**src/rtl/sha256_padder.sv**
```systemverilog
// SHA-256 message padder: byte stream in, padded byte stream out
// (message, 0x80, zero fill, big-endian bit length) in 64-byte blocks.
module sha256_padder #(
  parameter int LEN_W = 64
) (
  input  logic       clk,
  input  logic       rst_n,
  input  logic [7:0] in_byte,
  input  logic       in_valid,
  input  logic       in_last,
  output logic       in_ready,
  output logic [7:0] out_byte,
  output logic       out_valid,
  input  logic       out_ready,
  output logic       out_last,
  output logic       busy
);
  localparam int NB = LEN_W / 8;
  localparam int IW = (NB > 1) ? $clog2(NB) : 1;
  localparam logic [5:0] LEN_POS = 6'(64 - NB);

  typedef enum logic [2:0] {S_IDLE, S_DATA, S_PAD, S_ZERO, S_LEN} state_t;

  state_t            r_state, w_nxt;
  logic [5:0]        r_byte_cnt;
  logic [LEN_W-1:0]  r_bit_len;
  logic [IW-1:0]     r_len_idx;
  logic [7:0]        r_out_byte;
  logic              r_out_valid, r_out_last;

  logic              w_slot, w_accept, w_ld, w_ld_last, w_fill_done;
  logic [7:0]        w_ld_byte;
  logic [LEN_W-1:0]  w_len_sh;

  assign w_slot      = !r_out_valid || out_ready;
  assign in_ready    = ((r_state == S_IDLE) || (r_state == S_DATA)) && w_slot;
  assign w_accept    = in_valid && in_ready;
  assign w_fill_done = ((r_byte_cnt + 6'd1) == LEN_POS);
  assign w_len_sh    = r_bit_len >> {r_len_idx, 3'b000};

  always_ff @(posedge clk or negedge rst_n) begin
    if (!rst_n) r_state <= S_IDLE;
    else        r_state <= w_nxt;
  end

  always_comb begin
    w_nxt = r_state;
    case (r_state)
      S_IDLE, S_DATA: if (w_accept) w_nxt = in_last ? S_PAD : S_DATA;
      S_PAD, S_ZERO:  if (w_slot) w_nxt = w_fill_done ? S_LEN : S_ZERO;
      S_LEN:          if (r_out_valid && out_ready && r_out_last) w_nxt = S_IDLE;
      default:        w_nxt = S_IDLE;
    endcase
  end

  // Output-slot load: in LEN, stop loading once the final length byte is held.
  always_comb begin
    w_ld      = 1'b0;
    w_ld_byte = 8'h00;
    w_ld_last = 1'b0;
    case (r_state)
      S_IDLE, S_DATA: begin w_ld = w_accept; w_ld_byte = in_byte; end
      S_PAD:          begin w_ld = w_slot;   w_ld_byte = 8'h80;   end
      S_ZERO:         begin w_ld = w_slot;   w_ld_byte = 8'h00;   end
      S_LEN: begin
        w_ld      = w_slot && !r_out_last;
        w_ld_byte = w_len_sh[7:0];
        w_ld_last = (r_len_idx == '0);
      end
      default: ;
    endcase
  end

  always_ff @(posedge clk or negedge rst_n) begin
    if (!rst_n) begin
      r_out_byte  <= 8'h00;
      r_out_valid <= 1'b0;
      r_out_last  <= 1'b0;
    end else if (w_ld) begin
      r_out_byte  <= w_ld_byte;
      r_out_valid <= 1'b1;
      r_out_last  <= w_ld_last;
    end else if (out_ready) begin
      r_out_valid <= 1'b0;
      r_out_last  <= 1'b0;
    end
  end

  always_ff @(posedge clk or negedge rst_n) begin
    if (!rst_n) begin
      r_byte_cnt <= 6'd0;
      r_bit_len  <= '0;
      r_len_idx  <= IW'(NB - 1);
    end else begin
      if (w_ld) r_byte_cnt <= r_byte_cnt + 6'd1;
      if (w_accept)
        r_bit_len <= r_bit_len + LEN_W'(8);
      else if (r_state != S_IDLE && w_nxt == S_IDLE)
        r_bit_len <= '0;
      if (r_state != S_LEN)  r_len_idx <= IW'(NB - 1);
      else if (w_ld)         r_len_idx <= r_len_idx - 1'b1;
    end
  end

  assign out_byte  = r_out_byte;
  assign out_valid = r_out_valid;
  assign out_last  = r_out_last;
  assign busy      = (r_state != S_IDLE);
endmodule

```
**config.mk**
```make
export PLATFORM = sky130hd
export DESIGN_NAME = sha256_padder
export DESIGN_NICKNAME = d
export VERILOG_FILES = /design/src/rtl/sha256_padder.sv
export SDC_FILE = /design/constraint.sdc
export NUM_CORES = 1
export LEC_CHECK = 0
export CAP_MARGIN = 20
export CORE_AREA = 2 2 99 101
export CTS_CLUSTER_DIAMETER = 200
export DETAILED_ROUTE_END_ITERATION = 12
export DIE_AREA = 0 0 101 103
export DONT_BUFFER_PORTS = 1
export GPL_TIMING_DRIVEN = 0
export PLACE_DENSITY = 0.7
export SYNTH_ARGS = -nofsm -noshare
export SYNTH_HDL_FRONTEND = slang
export SYNTH_SLANG_ARGS = --single-unit
export TNS_END_PERCENT = 5
```
**constraint.sdc**
```tcl
create_clock -name clk -period 5.1 [get_ports clk]
set_input_delay 1.275 -clock clk [delete_from_list [all_inputs] [get_ports clk]]
set_output_delay 1.275 -clock clk [all_outputs]
set_load 0.005 [all_outputs]
```
# After elaboration in Yosys (flattened, before gate mapping)
# Cells that the tools add are included.
[classes]
eq_ne = 6
muxes = 16
shift = 1
add_sub_neg = 3
n_reduce_logical = 19
[op_table]
columns = ["cell", "count"]
rows = [
  ["$mux 64", 2],
  ["$add 64x4->64 const B", 1],
  ["$shr 64x6->8", 1],
  ["$pmux 8 s3", 1],
  ["$mux 3", 6],
  ["$logic_not 3->1", 3],
  ["$pmux 3 s3", 1],
  ["$add 6x1->6 const B", 1],
  ["$eq 3x2->1 const B", 2],
  ["$eq 6x6->1 const B", 1],
  ["$logic_and 1x1->1", 6],
  ["$reduce_bool 2->1", 3],
  ["$mux 1", 4],
  ["$reduce_or 2->1", 2],
  ["$eq 3x1->1 const B", 1],
  ["$eq 3x3->1 const B", 1],
  ["$ne 3x3->1 const B", 1],
  ["$pmux 1 s3", 1],
  ["$reduce_bool 3->1", 1],
  ["$sub 3x1->3 const B", 1],
  ["$logic_not 1->1", 2],
  ["$logic_or 1x1->1", 2],
  ["$mux 2", 1],
]
[word_totals]
reg_bits = 86
output_inout_bits = 12
inputBits = 13

# Logic depth before layout (Yosys ltp)
# Gate-level depths: netlist of run 1.
[depth]
word_depth = 10
mapped_depth = 9
ltp_nobuf = 6

# Least setup slack after synthesis of run 1
# OpenSTA, ideal clock, no wires.
[synth_path]
path_type = "input to register"
start = "in in_valid"
end = "reg r_bit_len[42]"
path_slack_ns = 1.958
arrival_ns = 3.064
stages = 7
required_ns = 5.022
path_buffers = 2
path_cell_list = "inv_1 -> or4_4 -> buf_6 -> or3b_1 -> buf_2 -> or4_1 -> a21oi_1"
[synth_via]
elab_chain_cells = 6
[synth_lines]
columns = ["item", "line", "rtl"]
rows = [
  ["start: declaration", "9", "input logic in_valid,"],
  ["$logic_and 1x1->1 *", "37", "assign w_accept = in_valid && in_ready;"],
  ["$mux 3", "49", "S_IDLE, S_DATA: if (w_accept) w_nxt = in_last ? S_PAD : S_DATA;"],
  ["$pmux 3 s3", "48", "case (r_state)"],
  ["$logic_not 3->1", "98", "else if (r_state != S_IDLE && w_nxt == S_IDLE)"],
  ["$logic_and 1x1->1", "98", ""],
  ["$reduce_bool 2->1 (no line)", "n/a", ""],
  ["end signal: assignment", "97", "r_bit_len <= r_bit_len + LEN_W'(8);"],
  ["end: declaration", "26", "logic [LEN_W-1:0] r_bit_len;"],
]
# Every way passes the cells marked *; elsewhere a longest branch is shown, timed or not.
# A chain may end at the register's enable or synchronous reset.

# Worst setup path after layout of run 1
[layout_path]
start = "in out_ready"
end = "reg r_bit_len[10]"
[layout_via]
elab_chain_cells = 8
[layout_lines]
columns = ["item", "line", "rtl"]
rows = [
  ["start: declaration", "14", "input logic out_ready,"],
  ["$logic_or 1x1->1", "35", "assign w_slot = !r_out_valid || out_ready;"],
  ["$logic_and 1x1->1", "36", "assign in_ready = ((r_state == S_IDLE) || (r_state == S_DATA)) && w_slot;"],
  ["$logic_and 1x1->1", "37", ""],
  ["$mux 3", "49", ""],
  ["$pmux 3 s3", "48", ""],
  ["$logic_not 3->1", "98", ""],
  ["$logic_and 1x1->1", "98", ""],
  ["$reduce_bool 2->1 (no line)", "n/a", ""],
]
# Parallel ways exist; a longest one is shown, timed or not.

==> reports/summary.txt, run 1 <==
Reg clk slew, reported paths: 0.09 ns
Tmin final: 3.15 ns
Antenna violations before repair: 0
Worst VDD drop: 0.143 mV
Crit path max-delay cell type: a31oi_1
Fillers: 847
Grt ovf: 0
WL final: 14800 um
Vias/cell: 6.84
Core outline area: 9460 um^2
Yosys warning count: 0
Sequential fraction of the synthesis area: 0.412
Net Count, Synth: 578
Root buffer cell: clkbuf_8
Met2 wire length: 6540 um
Hold depth: 1
Final hold slack: 0.483 ns
Met1 WL: 6420 um
Highest clock rate: 318 MHz
1st-iter DRT viols: 497
Avg Cell Area, Syn: 9.01 um^2
Finished Layout Cells: 691
Synth top area share: 0.396
HP Class: register to register
Layout cell share with drive strength beyond 1: 0.0745
Total GRT Usage: 0.300
Most frequent cells in the layout: dfrtp_1, nand2_1, nor2_1
Sink Count: 83
Max Cap Viol: 0
Met3 routed WL: 1260 um
Setup Crit Path Kind: primary input to register
1st-pass router iterations: 8
Hold-fix buffers, CTS: 0
Chip width: 101 um
Worst Setup End Kind: register
Delay-heaviest family, CP: compound AO/OA/AOI/OAI gates
Top Metal Used: met4
LEAKAGE: 2.07 nW
Clock Latency Late Sink: 0.38 ns
Initial core utilization: 0.534
Crit-path cells: nand2b_1 > and3_1 > clkbuf_1 > a31oi_1 > clkbuf_1 > o21ai_0 > o41ai_1
Die height: 103 um
Cells after Synth: 561
Synth cell types: 49
Final Slew Violations: 0
Worst Hold Endpoint: r_byte_cnt[5]$_DFFE_PN0P_
Post-route setup TNS: 0 ns
Most common cell after layout, fill and taps aside: dfrtp_1
Residual DRC: 0
Fin. Hold Viols: 0
Post-route ant nets: 0
Cell Rows: 36
Ant. Diodes: 0
Final Cycle Share: 0.617
Largest cells by area after synthesis: dfrtp_1, mux4_2, nand3_1, a21oi_1, nand2_1
Synth Cell Area: 5050 um^2
Async SR Flop Fraction: 1.00
Post_cts resized: 0
CP peak stage delay: 0.68 ns
Worst path depth: 7
Storage element area: 2080 um^2
Critical path launch point type: primary input
Power Dens Cells: 331 nW/um^2
Port Buffers: 0
IO Pins: 25
Overall Power: 1.79 mW
Final setup fails: 0
Largest net degree at the start of global routing: 84
H-Tree Level Count: 3
Total vias in the final route: 4729
Ys flop type: dfrtp_1
Cts bufs inserted: 9
R2R cell count: 8
Footprint of the multi-input gates: 2800 um^2
DP HPWL: 10700 um
Final core occ: 0.573
Critical path required time: 5.36 ns
Routability cong.: 0.988
Buffers and inverters on the worst path: 2
Worst Path Max Fanout: 10
Drt wl/cell: 21.5 um
Worst Hold Launch: r_byte_cnt[5]$_DFFE_PN0P_
Reg2reg start: r_state[1]$_DFF_PN0_
Status: finished, final reports clean
RR Endpoint: r_bit_len[10]$_DFFE_PN0P_
Layout area overhead: 7.31%
Setup bufs post-CTS: 0
Cell mode on critical path: clkbuf_1
NumNets Final: 589
Worst endpoint data arrival time: 3.41 ns
Slew HR: 0.402
RSZ-0062 raised after global routing: false
TritonCTS clock tree: yes
Cell accounting for the most synthesized area: dfrtp_1
Die area: 10400 um^2
Dpl cells: 675
Yosys reg bits: 83
Post-synth EDFFs: 0
Clk_skew: 0.00769 ns
Slew @ Worst Pin: 0.897 ns
Reg2reg setup slack: 2.00 ns
First-pass GRT wire length: 23600 um
Number of global-route vias before repair: 4329
CTS Buffer Depth: 2
[flip-flops by register name, indices dropped and copies added (netlist names)]
signal,flops
out_last,1
r_byte_cnt,6
r_state,3
out_byte,8
r_len_idx,3
out_valid,1
r_bit_len,61
[routing by layer]
layer,GRT usage,up-vias
met5,0,-
met4,0.161,0
met3,0.0495,48
met2,0.452,260
met1,0.418,2271
li1,-,2150
[layout make-up]
class | count | share of cell area
buffer | 31 | 0.0233
clock inverter | 6 | 0.0164
clock buffer | 10 | 0.0254
multi-input combinational | 436 | 0.517
tap | 114 | 0.0263
inverter | 11 | 0.00762
sequential | 83 | 0.384
[stage by stage]
step	cell area, um^2	setup WS (ns)
6_report	5420	1.95
5_1_grt	5420	1.78
4_1_cts	5420	2.01
3_5_place_dp	5190	1.61
3_3_place_gp	5190	1.62
2_1_floorplan	5050	1.96
[worst max path at each step]
stage	to	startpoint	slack [ns]
detailed placement	r_bit_len[9]$_DFFE_PN0P_	out_ready	1.61
finish	r_bit_len[10]$_DFFE_PN0P_	out_ready	1.95
global route	r_bit_len[10]$_DFFE_PN0P_	r_state[1]$_DFF_PN0_	1.78
floorplan	r_bit_len[42]$_DFFE_PN0P_	in_valid	1.96
global placement	r_bit_len[5]$_DFFE_PN0P_	out_ready	1.62
CTS	r_bit_len[10]$_DFFE_PN0P_	out_ready	2.01
[cell usage after synthesis (2+ instances only)]
cell	number
mux2_2	6
o21ai_0	34
xor2_1	6
nand4_1	26
buf_2	2
nand2b_1	3
a31oi_1	11
o22ai_1	3
mux4_2	13
and2_1	10
a21oi_1	39
o31ai_1	13
nor2_1	42
dfstp_2	3
dfrtp_1	80
inv_1	11
nand4b_1	3
a211o_1	2
nor3_1	8
ha_1	4
mux2i_1	9
or4_1	16
o21bai_1	4
or3_1	17
o211ai_1	8
a22oi_1	4
clkbuf_1	23
and4_1	6
xnor2_1	12
nand3_1	40
buf_1	5
nor4_1	15
nand2_1	52
and3_1	14
a211oi_1	3
[report_power, final]
group / internal, mW / total (mW) / switching, mW / leakage (nW)
logic: 0.138 / 0.431 / 0.293 / 0.856
registers: 0.735 / 0.814 / 0.0790 / 1.11
clock network: 0.289 / 0.548 / 0.259 / 0.108
[worst reg2reg max path: stages, from the launching register on]
cell and delay [ns]:
dfrtp_1 0.36, clkbuf_1 0.18, nor2_1 0.25, clkbuf_1 0.38
nand4b_1 0.21, a31oi_1 0.75, clkbuf_1 0.57, o21ai_0 0.18
o41ai_1 0.10
[logic make-up after synthesis]
logic type                 count (synthesis)  synth area share
AOI/OAI and AO/OA                        128             0.153
xor gates and xnor gates                  18            0.0312
adders and majority gates                  4           0.00991
buffers and inverters                     42            0.0332
DFF                                       83             0.412
muxes                                     28            0.0892
and+or+nand+nor                          258             0.272
Power figures use the tool's default switching activity.
==> inputs of run 2 (changes only) <==
--- a/config.mk
+++ b/config.mk
@@ -12,7 +12,7 @@
 export DIE_AREA = 0 0 101 103
 export DONT_BUFFER_PORTS = 1
 export GPL_TIMING_DRIVEN = 0
-export PLACE_DENSITY = 0.7
+export PLACE_DENSITY = 0.72
 export SYNTH_ARGS = -nofsm -noshare
 export SYNTH_HDL_FRONTEND = slang
 export SYNTH_SLANG_ARGS = --single-unit
==> constraint.sdc (replaced) <==
create_clock -name clk -period 2.5 [get_ports clk]
set_input_delay 0.625 -clock clk [delete_from_list [all_inputs] [get_ports clk]]
set_output_delay 0.625 -clock clk [all_outputs]
set_load 0.005 [all_outputs]
==> run 2 against run 1 <==
  * The flow now finishes with violations (negative setup slack)
  * Wire length shrank 0.51%
  * Sequential share of layout area is 0.86 points lower
  * Hold slack lost 0.41 ns
  * First-iteration DRC count up 20%
  * Final cell count rose by 0.29%
  * Non-clock buffer count increased by 2
  * Sequential cell count unchanged
  * Critical path type is now register to register
==> reports/summary.txt, run 2 (same netlist as run 1, synthesis figures left out) <==
Slew @ Worst Pin: 0.768 ns (-0.129 ns)
Finished Layout Cells: 693 (+0.29%)
HP Class: primary input to asynchronous set/reset pin
Status: finished, violations left
Initial core utilization: 0.534 (unchanged)
Largest net degree at the start of global routing: 81 (-3.6%)
Fillers: 821 (-3.1%)
Routability cong.: 0.996 (+0.85%)
Drt wl/cell: 21.3 um (-0.79%)
First-pass GRT wire length: 23900 um (+1.2%)
1st-pass router iterations: 6 (-2)
Final hold slack: 0.0776 ns (-0.405 ns)
Critical path launch point type: register
Cts bufs inserted: 9 (unchanged)
Slack of the critical path: -0.0255 ns (-1.98 ns)
Overall Power: 3.64 mW (+100%)
Net Switching: 1.33 mW (+110%)
IO Pins: 25 (unchanged)
Final instance area: 5560 um^2 (+2.6%)
Grt ovf: 0 (unchanged)
Final Slew Violations: 0 (unchanged)
Die height: 103 um (unchanged)
Power Dens Cells: 654 nW/um^2 (+98%)
Reg clk slew, reported paths: 0.09 ns (about the same)
Most common cell after layout, fill and taps aside: dfrtp_1
Highest clock rate: 396 MHz
Max reg flops: 61 (unchanged)
Layout cell share with drive strength beyond 1: 0.136 (+0.0619)
1st-iter DRT viols: 595 (+20%)
Chip width: 101 um (unchanged)
Comb pwr share: 0.265 (+0.025)
Final setup fails: 2 (+2)
Final Cycle Share: 1.01
Final core occ: 0.588 (+0.0149)
Placed inst area: 5190 um^2 (unchanged)
DP HPWL: 10600 um (-0.95%)
NumNets Final: 591 (+0.34%)
Worst VDD drop: 0.431 mV (+200%)
Seq pwr share: 0.456 (+0.002)
Largest reg by FF count: r_bit_len
CTS Buffer Depth: 2 (unchanged)
Internal: 2.31 mW (+99%)
Total vias in the final route: 4800 (+1.5%)
CP peak stage delay: 0.52 ns (-0.16 ns)
Max Cap Viol: 0 (unchanged)
Clk_skew: 0.0148 ns (+0.00711 ns)
TritonCTS clock tree: yes
Sink Count: 83 (unchanged)
Port Buffers: 0 (unchanged)
Antenna violations before repair: 0 (unchanged)
Ant. Diodes: 0 (unchanged)
Switching Fraction: 0.366 (+0.0136)
Crit-path cells: nand3_4 > or4_4 > buf_6 > or3b_1 > buf_2 > or4_1 > a21oi_1
Failing checks: negative setup slack
Vias/cell: 6.93 (+1.2%)
Residual DRC: 0 (unchanged)
Crit path max-delay cell type: or4_1
Root buffer cell: clkbuf_8
Total GRT Usage: 0.302 (+0.00135)
Clock Latency Late Sink: 0.38 ns (about the same)
Most frequent cells in the layout: dfrtp_1, nand2_1, nand3_1, a21oi_1, nor2_1
Clock power share: 0.279 (-0.027)
Die area: 10400 um^2 (unchanged)
Layout area overhead: 10.1%
H-Tree Level Count: 3 (unchanged)
WL final: 14700 um (-0.51%)
Worst Setup End Kind: register
Slew HR: 0.484 (+0.0824)
Core outline area: 9460 um^2 (unchanged)
Worst Path Max Fanout: 10 (unchanged)
Number of global-route vias before repair: 4425 (+2.2%)
LEAKAGE: 2.13 nW (+2.8%)
Fin. Hold Viols: 0 (unchanged)
Tmin final: 2.53 ns
Post-route ant nets: 0 (unchanged)
Dpl cells: 675 (unchanged)
Setup Crit Path Kind: register to register
Cell Rows: 36 (unchanged)
Critical path required time: 2.80 ns (-2.56 ns)
RSZ-0062 raised after global routing: true
Worst endpoint data arrival time: 2.82 ns (-0.59 ns)
Reg2reg setup slack: -0.03 ns (-2.03 ns)
[run 2: critical path, delay by kind of cell, from the launching register on]
family / cells / cell delay [ns]
AO/OA/AOI/OAI: 1 / 0.16
buffers and inverters: 2 / 0.36
flip-flops: 1 / 0.44
AND/OR/NAND/NOR: 4 / 1.50
[run 2: power groups by stage]
stage,clock (mW),sequential [mW],combinational (mW)
floorplan,0,1.64,0.638
global placement,0,1.67,0.854
detailed placement,0,1.68,0.865
CTS,1.02,1.66,0.941
global route,1.08,1.68,1.07
finish,1.01,1.66,0.965
[run 2: worst paths after layout]
kind / from / endpoint / cells after the start
min: rst_n / r_len_idx[1]$_DFFE_PN1P_ / 0
max in group asynchronous: rst_n / r_bit_len[6]$_DFFE_PN0P_ / 1
min in group clk: out_ready / out_last$_DFFE_PN0P_ / 1
min reg2reg: r_byte_cnt[5]$_DFFE_PN0P_ / r_byte_cnt[5]$_DFFE_PN0P_ / 1
max reg2reg: r_bit_len[6]$_DFFE_PN0P_ / r_bit_len[42]$_DFFE_PN0P_ / 7
max: r_bit_len[6]$_DFFE_PN0P_ / r_bit_len[42]$_DFFE_PN0P_ / 7
[run 2: metal layers]
layer	up-vias	global-route usage	share of wire
met2	272	0.459	0.44
li1	2165	-	-
met1	2307	0.409	0.41
met5	-	0	0
met3	56	0.0644	0.094
met4	0	0.155	0.048
[run 2: per-stage QoR]
step	setup TNS, ns	setup WS, ns
after global routing	-0.395	-0.0998
after detailed placement	-12.56	-0.524
final	-0.0310	-0.0255
after floorplan	0	0.00775
after CTS	-0.0591	-0.0314
after global placement	-11.86	-0.579
[run 2: timing repair]
action | CTS | global route
gates resized for setup | 24 | 24
buffers inserted | 2 | 0
pin swaps | 1 | 1
setup endpoints to repair | 66 | 66
hold buffers | 1 | 0
endpoints found under the hold margin | 80 | 0
[run 2: cell type report]
| type | count | area, um^2 | area share |
|---|---|---|---|
| sequential | 83 | 2090 | 0.375 |
| buffer | 30 | 153 | 0.0274 |
| timing repair buffer | 3 | 42.5 | 0.00765 |
| clock buffer | 10 | 138 | 0.0247 |
| multi-input combinational | 436 | 2890 | 0.520 |
| tap | 114 | 143 | 0.0256 |
| inverter | 11 | 41.3 | 0.00742 |
| clock inverter | 6 | 65.1 | 0.0117 |
